[src/rtl/fm_pkg.sv]
// Shared types and constants for the FM phase modulator and related DDS-side blocks.
package fm_pkg;

    typedef enum logic [1:0] {
        ST_IDLE = 2'd0,
        ST_RUN  = 2'd1,
        ST_HOLD = 2'd2
    } fm_state_e;

    localparam int unsigned PHASE_W = 32;
    localparam int unsigned SAT_W   = 34;

    // Clamp a signed sum into the unsigned phase-increment range [0, 2^PHASE_W-1].
    function automatic logic [PHASE_W-1:0] sat_phase(input logic signed [SAT_W-1:0] s);
        logic [PHASE_W-1:0] r;
        if (s[SAT_W-1]) begin
            r = '0;
        end else if (|s[SAT_W-2:PHASE_W]) begin
            r = '1;
        end else begin
            r = s[PHASE_W-1:0];
        end
        return r;
    endfunction

endpackage

[src/rtl/tick_divider.sv]
// Rate divider: divcnt counts 0..CLKDIV-1; tick is high while divcnt sits at CLKDIV-1.
module tick_divider #(
    parameter int unsigned CLKDIV = 4
) (
    input  logic clock,
    input  logic reset,
    output logic tick
);

    localparam int unsigned CNT_W = (CLKDIV > 1) ? $clog2(CLKDIV) : 1;

    logic [CNT_W-1:0] divcnt;

    // tick is registered one count early so it lines up with divcnt==CLKDIV-1
    always_ff @(posedge clock) begin
        if (reset) begin
            divcnt <= '0;
            tick   <= 1'b0;
        end else begin
            divcnt <= (divcnt == CNT_W'(CLKDIV - 1)) ? '0 : divcnt + CNT_W'(1);
            tick   <= (divcnt == CNT_W'(CLKDIV - 2));
        end
    end

endmodule

[src/rtl/fm_phase_modulator.sv]
// Audio-to-phase-increment front end of the FM DDS: sample handshake, linear
// interpolation at the tick rate, deviation gain and saturating carrier offset.
module fm_phase_modulator
    import fm_pkg::*;
#(
    parameter int unsigned NBITS_SAMPLE = 16,
    parameter int unsigned NBITS_GAIN   = 16,
    parameter int unsigned GAIN_FRAC    = 8,
    parameter int unsigned INTERP_LOG2  = 6,
    parameter int unsigned CLKDIV       = 4
) (
    input  logic                    clock,
    input  logic                    reset,
    input  logic [NBITS_SAMPLE-1:0] audio_in,
    input  logic                    audio_valid,
    output logic                    audio_ready,
    input  logic [PHASE_W-1:0]      center_inc,
    input  logic [NBITS_GAIN-1:0]   dev_gain,
    output logic                    enableclk,
    output logic [PHASE_W-1:0]      phaseinc,
    output logic                    underrun
);

    localparam int unsigned STEP_W   = NBITS_SAMPLE + 1;
    localparam int unsigned ACC_W    = NBITS_SAMPLE + INTERP_LOG2 + 1;
    localparam int unsigned INTERP_W = NBITS_SAMPLE + 1;
    localparam int unsigned GAIN_W   = NBITS_GAIN + 1;
    localparam int unsigned PROD_W   = INTERP_W + GAIN_W;
    localparam logic [INTERP_LOG2-1:0] K_LAST = '1;

    logic tick;

    tick_divider #(
        .CLKDIV (CLKDIV)
    ) u_tick_divider (
        .clock (clock),
        .reset (reset),
        .tick  (tick)
    );

    fm_state_e                      state,      state_nxt;
    logic signed [NBITS_SAMPLE-1:0] target,     target_nxt;
    logic signed [STEP_W-1:0]       step,       step_nxt;
    logic signed [ACC_W-1:0]        acc,        acc_nxt;
    logic [INTERP_LOG2-1:0]         k,          k_nxt;
    logic                           pend_valid, pend_valid_nxt;
    logic signed [NBITS_SAMPLE-1:0] pend_data,  pend_data_nxt;
    logic                           underrun_nxt;
    logic                           audio_ready_nxt;
    logic                           consume;
    logic                           accept;

    assign accept = audio_valid & audio_ready;

    // Interpolator FSM: segment sequencing, pending-slot consumption, underrun detection
    always_comb begin
        state_nxt    = state;
        target_nxt   = target;
        step_nxt     = step;
        acc_nxt      = acc;
        k_nxt        = k;
        underrun_nxt = underrun;
        consume      = 1'b0;

        if (tick) begin
            unique case (state)
                ST_IDLE: begin
                    if (pend_valid) begin
                        consume    = 1'b1;
                        state_nxt  = ST_RUN;
                        target_nxt = pend_data;
                        step_nxt   = STEP_W'(pend_data);
                        acc_nxt    = '0;
                    end
                end
                ST_RUN, ST_HOLD: begin
                    k_nxt = k + INTERP_LOG2'(1);
                    if (k == K_LAST) begin
                        // snap exactly onto the segment end to avoid drift
                        acc_nxt = ACC_W'(target) <<< INTERP_LOG2;
                        if (pend_valid) begin
                            consume    = 1'b1;
                            state_nxt  = ST_RUN;
                            target_nxt = pend_data;
                            step_nxt   = STEP_W'(pend_data) - STEP_W'(target);
                        end else begin
                            state_nxt    = ST_HOLD;
                            step_nxt     = '0;
                            underrun_nxt = 1'b1;
                        end
                    end else if (state == ST_RUN) begin
                        acc_nxt = acc + ACC_W'(step);
                    end
                end
                default: begin
                    state_nxt = ST_IDLE;
                end
            endcase
        end

        pend_valid_nxt  = (pend_valid & ~consume) | accept;
        pend_data_nxt   = accept ? audio_in : pend_data;
        audio_ready_nxt = ~pend_valid_nxt;
    end

    always_ff @(posedge clock) begin
        if (reset) begin
            state       <= ST_IDLE;
            target      <= '0;
            step        <= '0;
            acc         <= '0;
            k           <= '0;
            pend_valid  <= 1'b0;
            pend_data   <= '0;
            underrun    <= 1'b0;
            audio_ready <= 1'b1;
        end else begin
            state       <= state_nxt;
            target      <= target_nxt;
            step        <= step_nxt;
            acc         <= acc_nxt;
            k           <= k_nxt;
            pend_valid  <= pend_valid_nxt;
            pend_data   <= pend_data_nxt;
            underrun    <= underrun_nxt;
            audio_ready <= audio_ready_nxt;
        end
    end

    logic signed [INTERP_W-1:0] interp;
    logic signed [GAIN_W-1:0]   gain_s;
    logic signed [PROD_W-1:0]   prod;
    logic signed [PROD_W-1:0]   dev;
    logic signed [SAT_W-1:0]    sum;
    logic                       prod_vld;

    assign interp = INTERP_W'(acc >>> INTERP_LOG2);
    assign gain_s = $signed({1'b0, dev_gain});
    assign dev    = prod >>> GAIN_FRAC;
    assign sum    = SAT_W'($signed({1'b0, center_inc})) + SAT_W'(dev);

    // Output pipeline: product one cycle after the acc update, clamped sum one cycle later
    always_ff @(posedge clock) begin
        if (reset) begin
            enableclk <= 1'b0;
            prod_vld  <= 1'b0;
            prod      <= '0;
            phaseinc  <= '0;
        end else begin
            enableclk <= tick;
            prod_vld  <= enableclk;
            if (enableclk) begin
                prod <= PROD_W'(interp) * PROD_W'(gain_s);
            end
            if (prod_vld) begin
                phaseinc <= sat_phase(sum);
            end
        end
    end

endmodule
[config.mk]
export PLATFORM = sky130hd
export DESIGN_NAME = fm_phase_modulator
export DESIGN_NICKNAME = d
export VERILOG_FILES = /design/src/rtl/fm_pkg.sv /design/src/rtl/tick_divider.sv /design/src/rtl/fm_phase_modulator.sv
export SDC_FILE = /design/constraint.sdc
export NUM_CORES = 1
export LEC_CHECK = 0
export ABC_AREA = 1
export BUFFER_PORTS_ARGS = -buffer_cell sky130_fd_sc_hd__buf_4
export CAP_MARGIN = 10
export CORE_MARGIN = 2
export CORE_UTILIZATION = 63
export DETAILED_ROUTE_END_ITERATION = 6
export PLACE_DENSITY = 0.85
export SYNTH_ARGS = -nofsm -noshare
export SYNTH_HDL_FRONTEND = slang
export SYNTH_SLANG_ARGS = --single-unit
[constraint.sdc]
create_clock -name clock -period 6.95 [get_ports clock]
set_input_delay 0 -clock clock [delete_from_list [all_inputs] [get_ports clock]]
set_output_delay 0 -clock clock [all_outputs]
set_load 0.005 [all_outputs]
==> PnR_summary.wiki <==
{| class="wikitable"
! Metric !! Value
|-
| Result of the run || finished, final reports clean
|-
| Post-Layout Inst Area || 23,200 um2
|-
| Pwr dens || 107 nW/um2
|-
| Final global-route overflow total || 0
|-
| Max Clock Skew || 0.0163 ns
|-
| Maximum frequency from static timing analysis || 157 MHz
|-
| FFs w/ async S/R, synth || 0%
|-
| Final hold violation count || 0
|-
| Worst min-delay path class || in2reg
|-
| DIE HEIGHT || 188 um
|-
| Setup Crit Path Kind || reg2reg
|-
| Largest net degree at the start of global routing || 81
|-
| Final design utilization || 69.2%
|-
| Clk sinks || 146
|-
| Leak Pwr || 12.6 nW
|-
| RePlAce Congestion || 0.958
|-
| Cell area after synthesis || 21,400 um2
|-
| Antenna violations before repair || 0
|-
| Switching Fraction || 34.2%
|-
| TritonCTS Buffers || 17
|-
| Number of buffers inserted to repair setup after CTS || 0
|-
| Number of flops mapped to enable cells by yosys || 0
|-
| CTS root buf || sky130_fd_sc_hd__clkbuf_16
|-
| VDD IR-drop max || 0.000204 V
|-
| Core region area || 33,500 um2
|-
| Met2 Resource Use GR || 58.4%
|-
| Area grow syn2layout || 8.33%
|-
| Flop-to-flop setup slack || 0.58 ns
|-
| Effective utilization at floorplan || 63.9%
|-
| Iteration count of the initial detailed-routing pass || 6
|-
| Total placed instance area || 22,400 um2
|-
| Final Instance Count excl. Fillers || 3,613
|-
| Chip width || 188 um
|-
| GRT Max-Usage Layer || met2
|-
| Die outline area || 35,500 um2
|-
| Req. time, crit path || 7.27 ns
|-
| Critical Path Source || acc[22]$_SDFFE_PP0P_
|-
| Dpl hpwl || 49.1 mm
|-
| Ys flop type || sky130_fd_sc_hd__dfxtp_1
|-
| Count of unique library cells instantiated by Yosys || 50
|-
| Cell Int Power || 1.64 mW
|-
| Wire per inst || 16.5 um
|-
| # IOs || 102
|-
| DRT iter0 DRCs || 1,319
|-
| Share of post-route cells with drive strength above 1 || 6.54%
|-
| Post-cts resize count || 0
|-
| Total Neg Setup Slack || 0 ns
|-
| Proportion of synthesized chip area in sequential cells || 13.7%
|-
| Seq pwr share || 36.1%
|-
| RSZ-0062 raised after global routing || no
|-
| Final count of negative-setup-slack endpoints || 0
|-
| Switching power || 0.848 mW
|-
| Share of the clock period used by the worst path after layout || 91.6%
|-
| Largest area contributor in the synthesized netlist || sky130_fd_sc_hd__fa_1
|-
| Clock-pin slew reported for the worst setup and hold paths after clock tree synthesis || 0.07 ns
|-
| Worst relative slew slack || 21.2%
|-
| Total wire length || 59.7 mm
|-
| Drt via density || 5.52
|-
| Pin slew with the least headroom to its limit || 1.18 ns
|-
| Tightest hold margin || 0.0722 ns
|-
| Warnings, synthesis || 0
|-
| Clock latency on the worst-skew pair || 0.44 ns
|-
| Post-synth net total || 3,613
|-
| Clock tree from TritonCTS || done
|-
| Avg Cell Area, Syn || 6.90 um2
|-
| Clock network fraction of total power || 39.0%
|-
| Antenna cell count || 0
|-
| Type of element launching the critical path || flip-flop
|-
| Maximum buffer depth of the clock tree || 2
|-
| Critical register-to-register path startpoint || acc[22]$_SDFFE_PP0P_
|-
| Synthesized flop and latch total || 146
|-
| Via Count || 20,000
|-
| Global-route usage over all layers || 34.3%
|-
| Final-report max-slew violation count || 0
|-
| Worst setup EP type || flip-flop
|-
| Cells taking the most area after synthesis || sky130_fd_sc_hd__fa_1 26%, sky130_fd_sc_hd__nand2_1 14%, sky130_fd_sc_hd__dfxtp_1 14%
|-
| Proportion of netlist area held by the largest area contributor || 26.2%
|-
| Number of global-route vias before repair || 20,200
|-
| Global-route wire length before repair || 97.3 mm
|-
| Global Route met1 Usage || 43.8%
|-
| Number of antenna-violating nets in the routed design || 0
|-
| Post-layout min period || 6.37 ns
|-
| Number of buffers added on ports || 101
|-
| Logic gate share of total power || 24.9%
|-
| Number of placement rows || 67
|-
| Critical Path Fanout Max || 12
|-
| Post-route DRC || 0
|-
| Post-layout nets || 3,661
|-
| Origin of the worst min-delay path || center_inc[0]
|-
| Synthesized instance count || 3,104
|-
| Met3 track demand over resource || 4.69%
|-
| Dpl cells || 3,565
|-
| Number of max-cap violations || 0
|-
| Worst Path Arrival || 6.69 ns
|-
| H-Tree Depth || 4
|}
cell usage in the layout, fill, tap and decap left out, drive strengths merged, types with 18 or more instances in the layout:
cell / synthesis / routed
buf: 15 / 120
fa: 280 / 280
nand3: 133 / 133
o21ai: 138 / 138
xor2: 30 / 30
nor2: 216 / 216
ha: 162 / 162
nand2: 794 / 794
a21oi: 226 / 226
clkbuf: 92 / 18
inv: 731 / 738
nor3: 18 / 18
dfxtp: 146 / 146
nand4: 26 / 26
layout make-up:
type / instances / area (um2)
inverter: 734 / 2760
multi-input combinational: 2117 / 15300
clock inverter: 14 / 168
clock buffer: 18 / 439
fill: 2850 / 10300
timing repair buffer: 136 / 1060
sequential: 146 / 2920
tap: 448 / 561
cell usage after synthesis, types with 4 or more instances:
master	instances
sky130_fd_sc_hd__a21boi_0	5
sky130_fd_sc_hd__a21o_1	11
sky130_fd_sc_hd__a21oi_1	204
sky130_fd_sc_hd__a21oi_2	22
sky130_fd_sc_hd__a31oi_1	7
sky130_fd_sc_hd__buf_1	5
sky130_fd_sc_hd__buf_2	4
sky130_fd_sc_hd__clkbuf_1	92
sky130_fd_sc_hd__dfxtp_1	146
sky130_fd_sc_hd__fa_1	280
sky130_fd_sc_hd__ha_1	162
sky130_fd_sc_hd__inv_1	727
sky130_fd_sc_hd__inv_2	4
sky130_fd_sc_hd__nand2_1	786
sky130_fd_sc_hd__nand2_2	8
sky130_fd_sc_hd__nand3_1	132
sky130_fd_sc_hd__nand3b_1	9
sky130_fd_sc_hd__nand4_1	26
sky130_fd_sc_hd__nor2_1	210
sky130_fd_sc_hd__nor3_1	17
sky130_fd_sc_hd__nor4_1	5
sky130_fd_sc_hd__o211ai_1	5
sky130_fd_sc_hd__o21ai_0	135
sky130_fd_sc_hd__o21bai_1	11
sky130_fd_sc_hd__or2_2	7
sky130_fd_sc_hd__xnor2_1	12
sky130_fd_sc_hd__xor2_1	30
worst max-delay path: stages (launching register included):
cell,delay [ns]
sky130_fd_sc_hd__dfxtp_1,0.54
sky130_fd_sc_hd__buf_4,0.27
sky130_fd_sc_hd__nand2_1,0.09
sky130_fd_sc_hd__fa_1,0.56
sky130_fd_sc_hd__inv_1,0.14
sky130_fd_sc_hd__fa_1,0.73
sky130_fd_sc_hd__inv_1,0.20
sky130_fd_sc_hd__fa_1,0.53
sky130_fd_sc_hd__fa_1,0.57
sky130_fd_sc_hd__fa_1,0.43
sky130_fd_sc_hd__fa_1,0.49
sky130_fd_sc_hd__inv_1,0.04
sky130_fd_sc_hd__ha_1,0.37
sky130_fd_sc_hd__nand2_1,0.10
sky130_fd_sc_hd__inv_1,0.10
sky130_fd_sc_hd__nand2_1,0.10
sky130_fd_sc_hd__nor3_1,0.33
sky130_fd_sc_hd__inv_1,0.08
sky130_fd_sc_hd__o21a_1,0.21
sky130_fd_sc_hd__nand3_1,0.08
sky130_fd_sc_hd__nand2_1,0.05
sky130_fd_sc_hd__nor2_1,0.18
sky130_fd_sc_hd__nor2_1,0.06
per-stage QoR:
step | power [mW] | worst slack [ns]
6_report | 2.48 | 0.585
5_1_grt | 2.60 | 0.294
4_1_cts | 2.47 | 0.638
3_5_place_dp | 1.51 | 0.622
3_3_place_gp | 1.49 | 0.768
2_1_floorplan | 1.33 | 1.20
registers in the layout, summed over array words and instances, names as in the netlist, 2 cells and up:
signal                 flops
pend_data                 16
target                    16
state                      2
k                          6
u_tick_divider.divcnt      2
phaseinc                  32
acc                       23
step                      17
prod                      26
layer usage:
| layer | up-vias | wire length, um |
|---|---|---|
| met1 | 9443 | 24500 |
| met5 | - | 0 |
| met3 | 187 | 4860 |
| li1 | 9480 | - |
| met4 | 0 | 2370 |
| met2 | 845 | 28000 |
kinds of logic (layout without fill, tap and decap cells):
family / Yosys count / after routing / synth area share [%]
AOI/OAI and AO/OA: 420 / 420 / 10.9
adders and majority gates: 442 / 442 / 35.6
buffers and inverters: 841 / 902 / 14.9
xor gates and xnor gates: 42 / 42 / 1.72
DFF: 146 / 146 / 13.7
and+or+nand+nor: 1213 / 1213 / 23.1
what timing repair did:
item / 4_1_cts / 5_1_grt
endpoints found under the hold margin: 16 / 0
hold buffers: 16 / 0
setup endpoints to repair: 0 / 0
worst paths after layout:
| path | depth (start not counted) | endpoint |
|---|---|---|
| setup / recovery | 22 | prod[30]$_SDFFE_PP0P_ |
| hold / removal | 6 | phaseinc[0]$_SDFFE_PP0P_ |
| setup reg to reg | 22 | prod[30]$_SDFFE_PP0P_ |
| hold reg to reg | 1 | u_tick_divider.divcnt[0]$_SDFF_PP0_ |
power groups by stage:
stage               sequential (mW)  clock [mW]  combinational, mW
CTS                           0.896       0.971              0.605
floorplan                     0.898           0              0.431
global placement              0.913           0              0.578
detailed placement            0.914           0              0.594
finish                        0.898       0.968              0.617
global route                  0.900        1.00              0.693
No activity file was read; power rests on OpenSTA's default activity.
